File: src/rtl/instr_player.sv
// ---------------------------------------------------------------------------
// instr_player
//
// Automated front-panel operator for the mini CPU. It holds a small program
// of 18-bit instruction words and replays them into the CPU's switches and
// enviar inputs with button-like timing. For each word it holds the word
// stable, then presses enviar, then releases it, then waits out a gap.
// It runs in the CPU's clock domain.
//
// Parameters:
//   ADDR_W        program address width
//   DEPTH         program words, expected to equal 2**ADDR_W
//   SETUP_CYCLES  cycles the word is stable before the press (>= 1)
//   PRESS_CYCLES  cycles enviar_n is held low (>= 3)
//   GAP_CYCLES    cycles released with the word still held (>= 2)
//
// Ports:
//   clk           system clock, rising edge
//   reset         synchronous active-high reset (program memory is kept)
//   prog_we       program write strobe, honoured only while idle
//   prog_addr     program write address
//   prog_data     instruction word to write
//   prog_len      number of words to play, clamped to DEPTH
//   run           pulse: play the whole program from word 0
//   step          pulse: play the single word at pc
//   abort         pulse: stop playback, keep pc
//   switches_out  word presented to the CPU switches
//   enviar_n      active-low enviar key (0 = pressed)
//   busy          high whenever playback is in progress
//   done          level, set when the last word of the program completes
//   pc            index of the current or next word
// ---------------------------------------------------------------------------
module instr_player #(
    parameter int ADDR_W       = 4,
    parameter int DEPTH        = 16,
    parameter int SETUP_CYCLES = 2,
    parameter int PRESS_CYCLES = 4,
    parameter int GAP_CYCLES   = 4
) (
    input  logic              clk,
    input  logic              reset,
    input  logic              prog_we,
    input  logic [ADDR_W-1:0] prog_addr,
    input  logic [17:0]       prog_data,
    input  logic [ADDR_W:0]   prog_len,
    input  logic              run,
    input  logic              step,
    input  logic              abort,
    output logic [17:0]       switches_out,
    output logic              enviar_n,
    output logic              busy,
    output logic              done,
    output logic [ADDR_W-1:0] pc
);

    typedef enum logic [1:0] {IDLE, SETUP, PRESS, GAP} state_t;
    typedef enum logic {MODE_RUN, MODE_STEP} mode_t;

    // One down-counter serves all three timed states, so it must be wide
    // enough for the longest of them.
    localparam int MAX_C = (SETUP_CYCLES > PRESS_CYCLES)
                         ? ((SETUP_CYCLES > GAP_CYCLES) ? SETUP_CYCLES : GAP_CYCLES)
                         : ((PRESS_CYCLES > GAP_CYCLES) ? PRESS_CYCLES : GAP_CYCLES);
    localparam int CNT_W = (MAX_C > 1) ? $clog2(MAX_C) : 1;

    localparam logic [CNT_W-1:0]  SETUP_LOAD = CNT_W'(SETUP_CYCLES - 1);
    localparam logic [CNT_W-1:0]  PRESS_LOAD = CNT_W'(PRESS_CYCLES - 1);
    localparam logic [CNT_W-1:0]  GAP_LOAD   = CNT_W'(GAP_CYCLES - 1);
    localparam logic [ADDR_W:0]   DEPTH_LEN  = (ADDR_W + 1)'(DEPTH);

    logic [17:0] mem [DEPTH];

    state_t            state, state_n;
    mode_t             mode, mode_n;
    logic [CNT_W-1:0]  cnt, cnt_n;
    logic [ADDR_W-1:0] pc_n;
    logic              done_n;
    logic              load_word;
    logic [ADDR_W:0]   len_eff;
    logic [ADDR_W:0]   last_idx;

    // Effective program length. A length of zero leaves last_idx at all
    // ones, which pc can never match, so a run that has its length zeroed
    // mid-flight simply keeps going instead of stopping on a bogus match.
    always_comb begin
        len_eff  = (prog_len > DEPTH_LEN) ? DEPTH_LEN : prog_len;
        last_idx = len_eff - 1'b1;
    end

    // Program memory. Writes are only accepted while idle so the word being
    // played can never change underneath the CPU. Reset does not clear it.
    always_ff @(posedge clk) begin
        if (!reset && prog_we && state == IDLE) begin
            mem[prog_addr] <= prog_data;
        end
    end

    // Next-state logic. Each timed state loads the counter on entry and
    // leaves when it reaches zero. load_word marks every entry into SETUP,
    // which is the only moment switches_out is allowed to change.
    always_comb begin
        state_n   = state;
        mode_n    = mode;
        cnt_n     = cnt;
        pc_n      = pc;
        done_n    = done;
        load_word = 1'b0;

        case (state)
            IDLE: begin
                if (len_eff != '0) begin
                    if (run) begin
                        mode_n    = MODE_RUN;
                        pc_n      = '0;
                        done_n    = 1'b0;
                        state_n   = SETUP;
                        cnt_n     = SETUP_LOAD;
                        load_word = 1'b1;
                    end else if (step) begin
                        mode_n    = MODE_STEP;
                        done_n    = 1'b0;
                        state_n   = SETUP;
                        cnt_n     = SETUP_LOAD;
                        load_word = 1'b1;
                    end
                end
            end

            SETUP: begin
                if (cnt == '0) begin
                    state_n = PRESS;
                    cnt_n   = PRESS_LOAD;
                end else begin
                    cnt_n = cnt - 1'b1;
                end
            end

            PRESS: begin
                if (cnt == '0) begin
                    state_n = GAP;
                    cnt_n   = GAP_LOAD;
                end else begin
                    cnt_n = cnt - 1'b1;
                end
            end

            GAP: begin
                if (cnt == '0) begin
                    if ({1'b0, pc} == last_idx) begin
                        pc_n    = '0;
                        done_n  = 1'b1;
                        state_n = IDLE;
                    end else begin
                        pc_n = pc + 1'b1;
                        if (mode == MODE_RUN) begin
                            state_n   = SETUP;
                            cnt_n     = SETUP_LOAD;
                            load_word = 1'b1;
                        end else begin
                            state_n = IDLE;
                        end
                    end
                end else begin
                    cnt_n = cnt - 1'b1;
                end
            end

            default: begin
                state_n = IDLE;
            end
        endcase

        // Abort overrides whatever the timed states decided: pc and done
        // stay as they are so a later step resumes on the interrupted word.
        if (abort && state != IDLE) begin
            state_n   = IDLE;
            cnt_n     = cnt;
            pc_n      = pc;
            done_n    = done;
            load_word = 1'b0;
        end
    end

    // State and output registers. enviar_n and busy are derived from the
    // next state so they line up exactly with the state they describe.
    always_ff @(posedge clk) begin
        if (reset) begin
            state        <= IDLE;
            mode         <= MODE_RUN;
            cnt          <= '0;
            pc           <= '0;
            switches_out <= '0;
            enviar_n     <= 1'b1;
            busy         <= 1'b0;
            done         <= 1'b0;
        end else begin
            state    <= state_n;
            mode     <= mode_n;
            cnt      <= cnt_n;
            pc       <= pc_n;
            done     <= done_n;
            enviar_n <= (state_n != PRESS);
            busy     <= (state_n != IDLE);
            if (load_word) begin
                switches_out <= mem[pc_n];
            end
        end
    end

endmodule

File: config.mk
export PLATFORM = sky130hd
export DESIGN_NAME = instr_player
export DESIGN_NICKNAME = d
export VERILOG_FILES = /design/src/rtl/instr_player.sv
export SDC_FILE = /design/constraint.sdc
export NUM_CORES = 1
export LEC_CHECK = 0
export ABC_AREA = 1
export CORE_MARGIN = 3
export CORE_UTILIZATION = 45
export CTS_CLUSTER_DIAMETER = 30
export DETAILED_ROUTE_END_ITERATION = 16
export PLACE_DENSITY_LB_ADDON = 0.25
export SYNTH_ARGS = -nofsm -noshare
export SYNTH_HDL_FRONTEND = slang
export SYNTH_SLANG_ARGS = --single-unit
export TNS_END_PERCENT = 1
File: constraint.sdc
create_clock -name clk -period 7.5 [get_ports clk]
set_input_delay 2.25 -clock clk [delete_from_list [all_inputs] [get_ports clk]]
set_output_delay 2.25 -clock clk [all_outputs]
set_load 0.03 [all_outputs]
==> results of run 1 <==
==> critical path: stages <==
cell and delay [ps]:
clkdlybuf4s50_1 460, nor2_2 180, nand2_1 80, nand2_1 90
nand2_1 90, ha_1 220, inv_1 90, nor2_1 40
nand2_1 100, nand3_1 100, nor2_1 100, nand2_1 70
nor2_2 150, nand2_1 130, nand2_1 130, nand2_4 270
nand2_4 420, buf_12 270, nand2_1 80, nand3_1 70
nand3_1 90, nand3_1 180, nand3_1 120, nand2_1 80
inv_1 30
==> power by group through the flow <==
stage | sequential, mW | combinational [mW] | clock (mW)
3_3_place_gp | 2.09 | 1.83 | 0
6_report | 2.06 | 1.87 | 2.94
3_5_place_dp | 2.09 | 1.85 | 0
4_1_cts | 2.06 | 1.86 | 2.97
5_1_grt | 2.07 | 2.08 | 3.07
2_1_floorplan | 2.15 | 1.21 | 0
==> through the flow <==
step | util | cell area (um^2) | instances | hold WS (ps)
floorplan | - | 14100 | 1411 | 451
global placement | 0.494 | 15200 | 1822 | 468
detailed placement | 0.494 | 15200 | 1822 | 507
CTS | 0.570 | 17500 | 1949 | 520
global route | 0.570 | 17500 | 1949 | 555
finish | 0.570 | 17500 | 1949 | 519
==> layout by cell type, fill, tap and decap left out, drive strengths merged, types with 4 or more instances in the layout <==
cell type	netlist	final
o21ai	8	8
buf	43	34
edfxtp	288	288
clkinvlp	0	8
nor3	10	10
clkinv	3	30
dfxtp	30	30
a21oi	11	11
nor2	71	71
ha	8	8
nand3	353	353
clkdlybuf4s50	0	57
clkbuf	33	82
a31oi	4	4
bufinv	0	7
nand2	351	351
inv	190	193
==> area by class of cell <==
cell class                      instances  area [um^2]
Clock inverter                         45          488
Sequential cell                       318         9250
Clock buffer                           82         1820
Timing Repair Buffer                   91          888
Inverter                              193          724
Multi-Input combinational cell        824         3810
Fill cell                            2558        13200
Tap cell                              396          495
==> metal layers <==
| layer | global-route usage | vias to the layer above | part of all wire |
|---|---|---|---|
| met5 | 0 | - | 0 |
| met4 | 0.0741 | 0 | 0.021 |
| met3 | 0.0524 | 67 | 0.094 |
| met2 | 0.348 | 450 | 0.45 |
| met1 | 0.313 | 4964 | 0.43 |
| li1 | - | 4909 | - |
==> final timing paths <==
path / startpoint / to / slack, ps / cells after the start
max reg2reg: state[0]$_SDFF_PP0_ / switches_out[6]$_SDFFE_PP0P_ / 3740 / 16
min: cnt[0]$_SDFFE_PP0P_ / cnt[0]$_SDFFE_PP0P_ / 520 / 2
max: prog_len[2] / switches_out[6]$_SDFFE_PP0P_ / 1990 / 25
min reg2reg: cnt[0]$_SDFFE_PP0P_ / cnt[0]$_SDFFE_PP0P_ / 520 / 2
==> sequential cells by signal, summed over array words and instances (netlist names) <==
signal / cells
state: 2
switches_out: 18
mode: 1
enviar_n: 1
cnt: 2
mem: 288
done: 1
busy: 1
pc: 4
==> logic make-up after synthesis <==
group / Yosys count / synth area share
XOR/XNOR: 1 / 0.000623
adder cells (fa/ha/maj): 8 / 0.00711
flip-flops: 318 / 0.657
AND/OR/NAND/NOR: 787 / 0.245
buffers and inverters: 269 / 0.0775
AO/OA/AOI/OAI: 28 / 0.0128
==> flow_metrics.py, run 1 <==
metrics = {
    "worst_setup_path": {
        "arrival_ps": 5950,
        "startpoint_type": "input port",
        "crit_path_max_fanout": 49,
        "critPathKind": "in -> reg",
        "required_ps": 7940,
        "worstSetupEndpointType": "register",
    },
    "sta": {
        "period_needed_ps": 5510,
        "finalSetupTns_ps": 0,
        "worst_slew_pin_slew_ps": 974,
        "rsz0062_at_grt": "false",
        "fin_worst_skew_ps": 17.6,
        "slew_violations": 0,
        "slew_headroom": 0.349,
        "finalSetupViolCount": 0,
        "fmax_mhz": 181,
        "setup_slack_ps": 1990,
        "finalCritPeriodShare": 0.735,
        "hold_viol_final": 0,
    },
    "pwr": {
        "power_density_mw_per_mm2": 393,
        "comb_power_share": 0.272,
        "vdd_ir_drop_max_v": 0.000247,
        "leakagePower_nw": 7.28,
        "p_clk_frac": 0.428,
        "p_sw_frac": 0.337,
        "pwr-share-seq": 0.301,
        "p_sw_mw": 2.31,
        "power.internal_mw": 4.56,
        "power_mw": 6.87,
    },
    "placed_design": {
        "hpwl_um": 19900,
        "io_buffers": 57,
        "routabilityCongestion": 0.841,
        "place_ws_ps": 1520,
    },
    "synthesis": {
        "synth_warnings": 0,
        "synth_cells": 1411,
        "syn-num-nets": 1452,
        "yosys-top-cells-count": "353 x nand3_1, 348 x nand2_1, 288 x edfxtp_1",
        "synth_edf_count": 288,
        "synth_top_cell_by_area": "edfxtp_1",
        "synth_ff_type": "edfxtp_1",
        "synth_top_area_frac": 0.615,
        "synth_cell_types": 29,
        "yosysSeqAreaShare": 0.657,
        "ys_top_cells_by_area": "edfxtp_1 61%, nand3_1 13%, nand2_1 9.3%",
        "netlist_area_mm2": 0.0141,
        "synth-seq-cells": 318,
        "syn_avg_cell_area_um2": 9.97,
        "yosysMostFrequentCell": "nand3_1",
        "async_reset_ff_frac": 0,
    },
    "routing": {
        "drt-initial-drc-count": 1130,
        "routed-via-count": 10400,
        "via_per_inst": 5.33,
        "dr.pass1.iters": 5,
        "wl_um": 37200,
        "ant_nets": 0,
        "route.detailed.wl_per_inst_um": 19.1,
        "post-route-drc-count": 0,
    },
    "floorplan": {
        "dieArea_mm2": 0.0334,
        "num_rows": 64,
        "ios": 58,
        "start_util": 0.459,
        "die_w_um": 183,
        "core_area_mm2": 0.0307,
        "die-height_um": 183,
    },
    "job": {
        "maxCapViolCount": 0,
    },
    "clocking": {
        "clkSinkCount": 318,
        "cts.repair.resized": 0,
        "cts_buffer_depth": 3,
        "worstSkewPairLatency_ps": 550,
        "cts_tree": "done",
        "h-tree-depth": 3,
        "cts_setup_buffers": 0,
        "cts_hold_buffers": 0,
        "numCtsBuffers": 69,
        "cts_root_buf": "clkbuf_16",
        "clk_pin_slew_ps": 40,
    },
    "grt": {
        "antenna_found_initial": 0,
        "first_global_vias": 10300,
        "globalRouteOverflowTotal": 0,
        "grt_max_degree": 145,
        "grt_pass1_wl_um": 57800,
        "track_usage": 0.224,
    },
    "worst_hold_path": {
        "hold_path_class": "reg -> reg",
    },
    "finish": {
        "layout-area-overhead-vs-synth_pct": 24.2,
        "fin_nets": 1538,
        "drive_above_1_share": 0.111,
        "n_antenna_cell": 0,
    },
    "status": {
        "outcome": "completed",
    },
}
No activity file was read; power rests on OpenSTA's default activity.
==> run 2: changes to the inputs <==
==> constraint.sdc (replaced) <==
create_clock -name clk -period 4.7 [get_ports clk]
set_input_delay 1.41 -clock clk [delete_from_list [all_inputs] [get_ports clk]]
set_output_delay 1.41 -clock clk [all_outputs]
set_load 0.03 [all_outputs]
==> run 2 against run 1 <==
Effect of this change:
- final cell count up 0.87%
- count of clock-buffer cells in the layout is 4 higher
- clock skew down 1.7 ps
- largest cell class unchanged
- routed wire length decreased by 0.21%
- global-route usage about the same
- die area did not move
- non-clock buffer count is 15 higher
- first-iteration DRC count fell by 6.9%
- hold slack got worse by 2.6 ps
==> flow_metrics.py, run 2 (synthesized netlist as in run 1, its figures left out) <==
metrics = {
    "clocking": {
        "cts_buffer_depth": 3,
        "numCtsBuffers": 70,
        "worstSkewPairLatency_ps": 540,
        "clk_pin_slew_ps": 40,
        "cts_root_buf": "clkbuf_16",
        "cts_setup_buffers": 0,
        "h-tree-depth": 3,
        "cts.repair.resized": 0,
        "cts_hold_buffers": 0,
        "cts_tree": "done",
        "clkSinkCount": 318,
    },
    "routing": {
        "dr.pass1.iters": 5,
        "drt-initial-drc-count": 1052,
        "via_per_inst": 5.33,
        "routed-via-count": 10500,
        "post-route-drc-count": 0,
        "ant_nets": 0,
        "route.detailed.wl_per_inst_um": 18.9,
        "wl_um": 37100,
    },
    "grt": {
        "use_met2": 0.349,
        "globalRouteOverflowTotal": 0,
        "grt_pass1_wl_um": 57800,
        "grt_max_degree": 73,
        "grt_busiest_layer": "met2",
        "met3_usage": 0.0468,
        "grtUsageMet1": 0.317,
        "first_global_vias": 9989,
        "track_usage": 0.223,
        "antenna_found_initial": 0,
    },
    "worst_setup_path": {
        "startpoint": "prog_len[2]",
        "crit_path_max_fanout": 32,
        "cpPeakStageDelay_ps": 830,
        "critPathMostFrequentCell": "nand2_1",
        "crit_cells": 24,
        "cp_top_family": "simple AND/OR/NAND/NOR gates",
        "required_ps": 5180,
        "startpoint_type": "input port",
        "worstSetupEndpointType": "register",
        "slowest_stage": "a21oi_4",
        "path_buf_inv": 4,
        "arrival_ps": 4740,
        "critPathKind": "in -> reg",
        "rr_endpoint": "switches_out[7]$_SDFFE_PP0P_",
        "timing.rr.start": "state[0]$_SDFF_PP0_",
        "ff2ff_setup_slack_ps": 1530,
        "crit_end": "switches_out[10]$_SDFFE_PP0P_",
        "r2r_cells": 12,
        "crit_chain": "clkdlybuf4s50_1 > nor2_2 > nand2_1 > nand2_1 > nand2_1 > ha_1 > inv_1 > nand2_1 > nand2_1 > nand2_1 > nand2_1 > nor2_1 > nand2_1 > nor2_2 > nand2_1 > nand2_1 > a21oi_4 > buf_12 > nand3_1 > nand3_1 > nand3_1 > nand3_1 > nand2_1 > inv_1",
    },
    "finish": {
        "most-common-layout-cells": "353 x nand3_1, 348 x nand2_1, 288 x edfxtp_1",
        "regMostFlops": "mem",
        "largest_registers": "mem: 288 flops, switches_out: 18 flops, pc: 4 flops",
        "fin_nets": 1554,
        "layout-area-overhead-vs-synth_pct": 25.9,
        "drive_above_1_share": 0.122,
        "n_antenna_cell": 0,
        "final_common_cell": "nand3_1",
        "largest_register_ffs": 288,
        "utilization": 0.578,
    },
    "floorplan": {
        "start_util": 0.459,
        "die-height_um": 183,
        "ios": 58,
        "core_area_mm2": 0.0307,
        "dieArea_mm2": 0.0334,
        "num_rows": 64,
        "die_w_um": 183,
    },
    "sta": {
        "period_needed_ps": 4260,
        "hold_slack_ps": 516,
        "fin_worst_skew_ps": 16.0,
        "slew_headroom": 0.315,
        "fmax_mhz": 235,
        "worst_slew_pin_slew_ps": 1030,
        "finalSetupTns_ps": 0,
        "hold_viol_final": 0,
        "rsz0062_at_grt": "false",
        "slew_violations": 0,
        "finalCritPeriodShare": 0.906,
        "finalSetupViolCount": 0,
        "setup_slack_ps": 444,
    },
    "placed_design": {
        "io_buffers": 57,
        "place_ws_ps": -91.5,
        "routabilityCongestion": 0.826,
        "hpwl_um": 21200,
    },
    "pwr": {
        "leakagePower_nw": 7.42,
        "vdd_ir_drop_max_v": 0.000420,
        "power_density_mw_per_mm2": 626,
    },
    "job": {
        "maxCapViolCount": 0,
    },
    "status": {
        "outcome": "completed",
    },
    "worst_hold_path": {
        "hold_path_class": "reg -> reg",
    },
}
==> run 2: cell types whose count changed in the layout (fill, tap and decap cells not counted), sizes merged <==
cell	change
clkbuf	+4
clkinv	+3
buf	+15
bufinv	-1
clkinvlp	-4
==> run 2: worst reg2reg max path, cell delays in order (launching register included) <==
cell      delay (ps)
dfxtp_1          340
inv_1            100
ha_1             430
nor2_1           110
nor2_2           240
clkinv_1         280
a22oi_4          720
clkinv_1         210
buf_4            270
nand3_1          120
nand3_1          110
nand2_1           90
inv_1             40
==> run 2: metal layers <==
metal  wire length [um]  up-vias
li1                   -     4959
met1              16100     5031
met2              17100      421
met3               3220       61
met4                724        0
met5                  0        -
==> run 2: area by class of cell <==
type / instances / area, um^2
sequential: 318 / 9250
inverter: 193 / 724
fill: 2489 / 13000
clock buffer: 86 / 1870
multi-input combinational: 824 / 3810
timing repair buffer: 106 / 1150
tap: 396 / 495
clock inverter: 43 / 417
==> run 2: worst min-delay path by stage <==
stage / from / to / slack (ps) / depth (start not counted)
final: cnt[1]$_SDFFE_PP0P_ / cnt[1]$_SDFFE_PP0P_ / 520 / 2
after global routing: cnt[1]$_SDFFE_PP0P_ / cnt[1]$_SDFFE_PP0P_ / 540 / 2
after CTS: done$_SDFFE_PP0P_ / done$_SDFFE_PP0P_ / 510 / 2
after detailed placement: cnt[1]$_SDFFE_PP0P_ / cnt[1]$_SDFFE_PP0P_ / 490 / 2
after global placement: cnt[1]$_SDFFE_PP0P_ / cnt[1]$_SDFFE_PP0P_ / 470 / 2
after floorplan: cnt[1]$_SDFFE_PP0P_ / cnt[1]$_SDFFE_PP0P_ / 450 / 2
==> run 2: stage by stage <==
| stage | total power [mW] | instance area (um^2) | cells |
|---|---|---|---|
| 2_1_floorplan | 5.36 | 14100 | 1411 |
| 3_3_place_gp | 6.46 | 15400 | 1837 |
| 3_5_place_dp | 6.48 | 15400 | 1837 |
| 4_1_cts | 11.2 | 17700 | 1966 |
| 5_1_grt | 11.6 | 17700 | 1966 |
| 6_report | 11.1 | 17700 | 1966 |
==> run 2: power breakdown <==
| part | leakage [nW] | switching, mW | internal, mW |
|---|---|---|---|
| clock network | 1.12 | 1.48 | 3.16 |
| registers | 2.84 | 0.106 | 3.20 |
| logic | 3.46 | 2.11 | 1.05 |
| total | 7.42 | 3.70 | 7.40 |
==> run 3: changes to the inputs <==
--- a/config.mk
+++ b/config.mk
@@ -10,6 +10,7 @@
 export CORE_UTILIZATION = 45
 export CTS_CLUSTER_DIAMETER = 30
 export DETAILED_ROUTE_END_ITERATION = 16
+export GPL_TIMING_DRIVEN = 0
 export PLACE_DENSITY_LB_ADDON = 0.25
 export SYNTH_ARGS = -nofsm -noshare
 export SYNTH_HDL_FRONTEND = slang
==> constraint.sdc (replaced) <==
create_clock -name clk -period 4.8 [get_ports clk]
set_input_delay 1.44 -clock clk [delete_from_list [all_inputs] [get_ports clk]]
set_output_delay 1.44 -clock clk [all_outputs]
set_load 0.03 [all_outputs]
==> run 3 against run 2 <==
Effect of this change:
- via count grew 1.6%
- power shrank 0.89%
- count of clock-buffer cells in the layout shrank 24
- critical path type unchanged
- first-iteration DRC count grew 4.8%
- clock power shrank 2%
- setup slack lost 280 ps
- global-route usage grew 0.77 points
- utilization shrank 0.32 points
- combinational power grew 4%
==> flow_metrics.py, run 3 (synthesized netlist as in run 1, its figures left out) <==
metrics = {
    "sta": {
        "hold_viol_final": 0,
        "finalCritPeriodShare": 0.966,
        "rsz0062_at_grt": "true",
        "slew_headroom": 0.327,
        "slew_violations": 0,
        "period_needed_ps": 4640,
        "worst_slew_pin_slew_ps": 1010,
        "fmax_mhz": 216,
        "finalSetupViolCount": 0,
        "fin_worst_skew_ps": 18.2,
    },
    "worst_setup_path": {
        "startpoint": "prog_len[2]",
        "required_ps": 5320,
        "timing.rr.start": "state[0]$_SDFF_PP0_",
        "critPathKind": "in -> reg",
        "arrival_ps": 5160,
        "worstSetupEndpointType": "register",
        "startpoint_type": "input port",
        "crit_path_max_fanout": 10,
    },
    "routing": {
        "dr.pass1.iters": 5,
        "post-route-drc-count": 0,
        "via_per_inst": 5.34,
        "routed-via-count": 10600,
        "route.detailed.wl_per_inst_um": 19.7,
        "wl_um": 39200,
        "drt-initial-drc-count": 1103,
        "ant_nets": 0,
    },
    "finish": {
        "most-common-layout-cells": "353 x nand3_1, 348 x nand2_1, 288 x edfxtp_1",
        "utilization": 0.575,
        "fin_nets": 1585,
        "largest_register_ffs": 288,
        "n_antenna_cell": 0,
        "final_cells": 1992,
        "regMostFlops": "mem",
        "drive_above_1_share": 0.115,
        "final_common_cell": "nand3_1",
        "layout-area-overhead-vs-synth_pct": 25.2,
        "largest_registers": "mem: 288 flops, switches_out: 18 flops, pc: 4 flops",
        "design_area_mm2": 0.0176,
    },
    "worst_hold_path": {
        "hold_path_class": "reg -> reg",
        "hp-start": "cnt[1]$_SDFFE_PP0P_",
    },
    "placed_design": {
        "placed_cells": 1877,
        "hpwl_um": 26000,
        "routabilityCongestion": 0.902,
        "placed_area_mm2": 0.0154,
        "io_buffers": 56,
    },
    "grt": {
        "met3_usage": 0.0498,
        "antenna_found_initial": 0,
        "grt_busiest_layer": "met2",
        "grtUsageMet1": 0.322,
        "globalRouteOverflowTotal": 0,
        "track_usage": 0.231,
        "first_global_vias": 10100,
        "use_met2": 0.361,
        "grt_pass1_wl_um": 58800,
        "grt_max_degree": 19,
    },
    "pwr": {
        "power_mw": 11.0,
        "leakagePower_nw": 7.32,
        "power_density_mw_per_mm2": 624,
        "vdd_ir_drop_max_v": 0.000346,
    },
    "floorplan": {
        "core_area_mm2": 0.0307,
        "num_rows": 64,
        "ios": 58,
        "die_w_um": 183,
        "die-height_um": 183,
        "start_util": 0.459,
        "dieArea_mm2": 0.0334,
    },
    "clocking": {
        "numCtsBuffers": 61,
        "h-tree-depth": 2,
        "cts_root_buf": "clkbuf_16",
        "worstSkewPairLatency_ps": 590,
        "clk_pin_slew_ps": 50,
        "cts_buffer_depth": 3,
        "cts_tree": "done",
        "cts_setup_buffers": 0,
        "cts_hold_buffers": 0,
        "clkSinkCount": 318,
    },
    "status": {
        "outcome": "completed",
    },
    "job": {
        "maxCapViolCount": 0,
    },
}
-- run 3: cell count changes in the layout (fill, tap and decap cells not counted), moves of 11 or more --
cell and change:
buf_1 +12, buf_12 -17, buf_2 +23, buf_4 -32, buf_6 +11, clkbuf_1 +20
clkbuf_16 -11
-- run 3: routing by layer --
layer	share of wire	wire length (um)
met1	0.42	16300
met2	0.46	17800
met3	0.095	3730
met4	0.033	1290
met5	0	0
-- run 3: layout make-up --
type                    count  area [um^2]
plain buffers              76          370
clock buffers              62         1530
clock inverters            53          692
fillers                  2572        13000
inverters                 193          724
multi-input cells         824         3800
flip-flops and latches    318         9250
well taps                 396          495
repair buffers             70          756
-- run 3: final timing paths --
kind / slack [ps] / end / cells after the start
min reg2reg: 490 / cnt[1]$_SDFFE_PP0P_ / 2
min: 490 / cnt[1]$_SDFFE_PP0P_ / 2
max: 160 / switches_out[9]$_SDFFE_PP0P_ / 24
max reg2reg: 1070 / switches_out[13]$_SDFFE_PP0P_ / 14
-- run 3: power breakdown --
part | switching [mW] | leakage, nW | total [mW] | internal (mW)
clock | 1.45 | 1.07 | 4.54 | 3.08
combinational | 2.32 | 3.41 | 3.27 | 0.942
sequential | 0.0707 | 2.84 | 3.20 | 3.13
-- run 3: what timing repair did --
action | 4_1_cts | 5_1_grt
endpoints found under the setup margin | 0 | 18
hold endpoints to repair | 0 | 0
gates resized for setup | 0 | 8
-- run 3: critical path, stage by stage --
cell	delay, ps
clkdlybuf4s50_1	480
nor2_2	180
nand2_1	70
nand2_1	90
nand2_1	90
ha_1	220
inv_1	90
nor2_1	40
nand2_1	120
nand3_1	100
nor2_1	90
nand2_1	60
nor2_2	170
nand2_1	130
nand2_1	160
nand2_1	90
o21ai_2	310
clkbuf_1	530
nand2_1	120
nand3_1	200
nand3_1	170
nand3_1	120
nand2_1	50
inv_1	40
-- run 3: through the flow --
step	setup WS (ps)	setup TNS [ps]	hold WS, ps
3_3_place_gp	-450	-6810	466
5_1_grt	-91.6	-365	524
6_report	164	0	492
4_1_cts	95.6	0	492
2_1_floorplan	1120	0	451
3_5_place_dp	-483	-7320	485
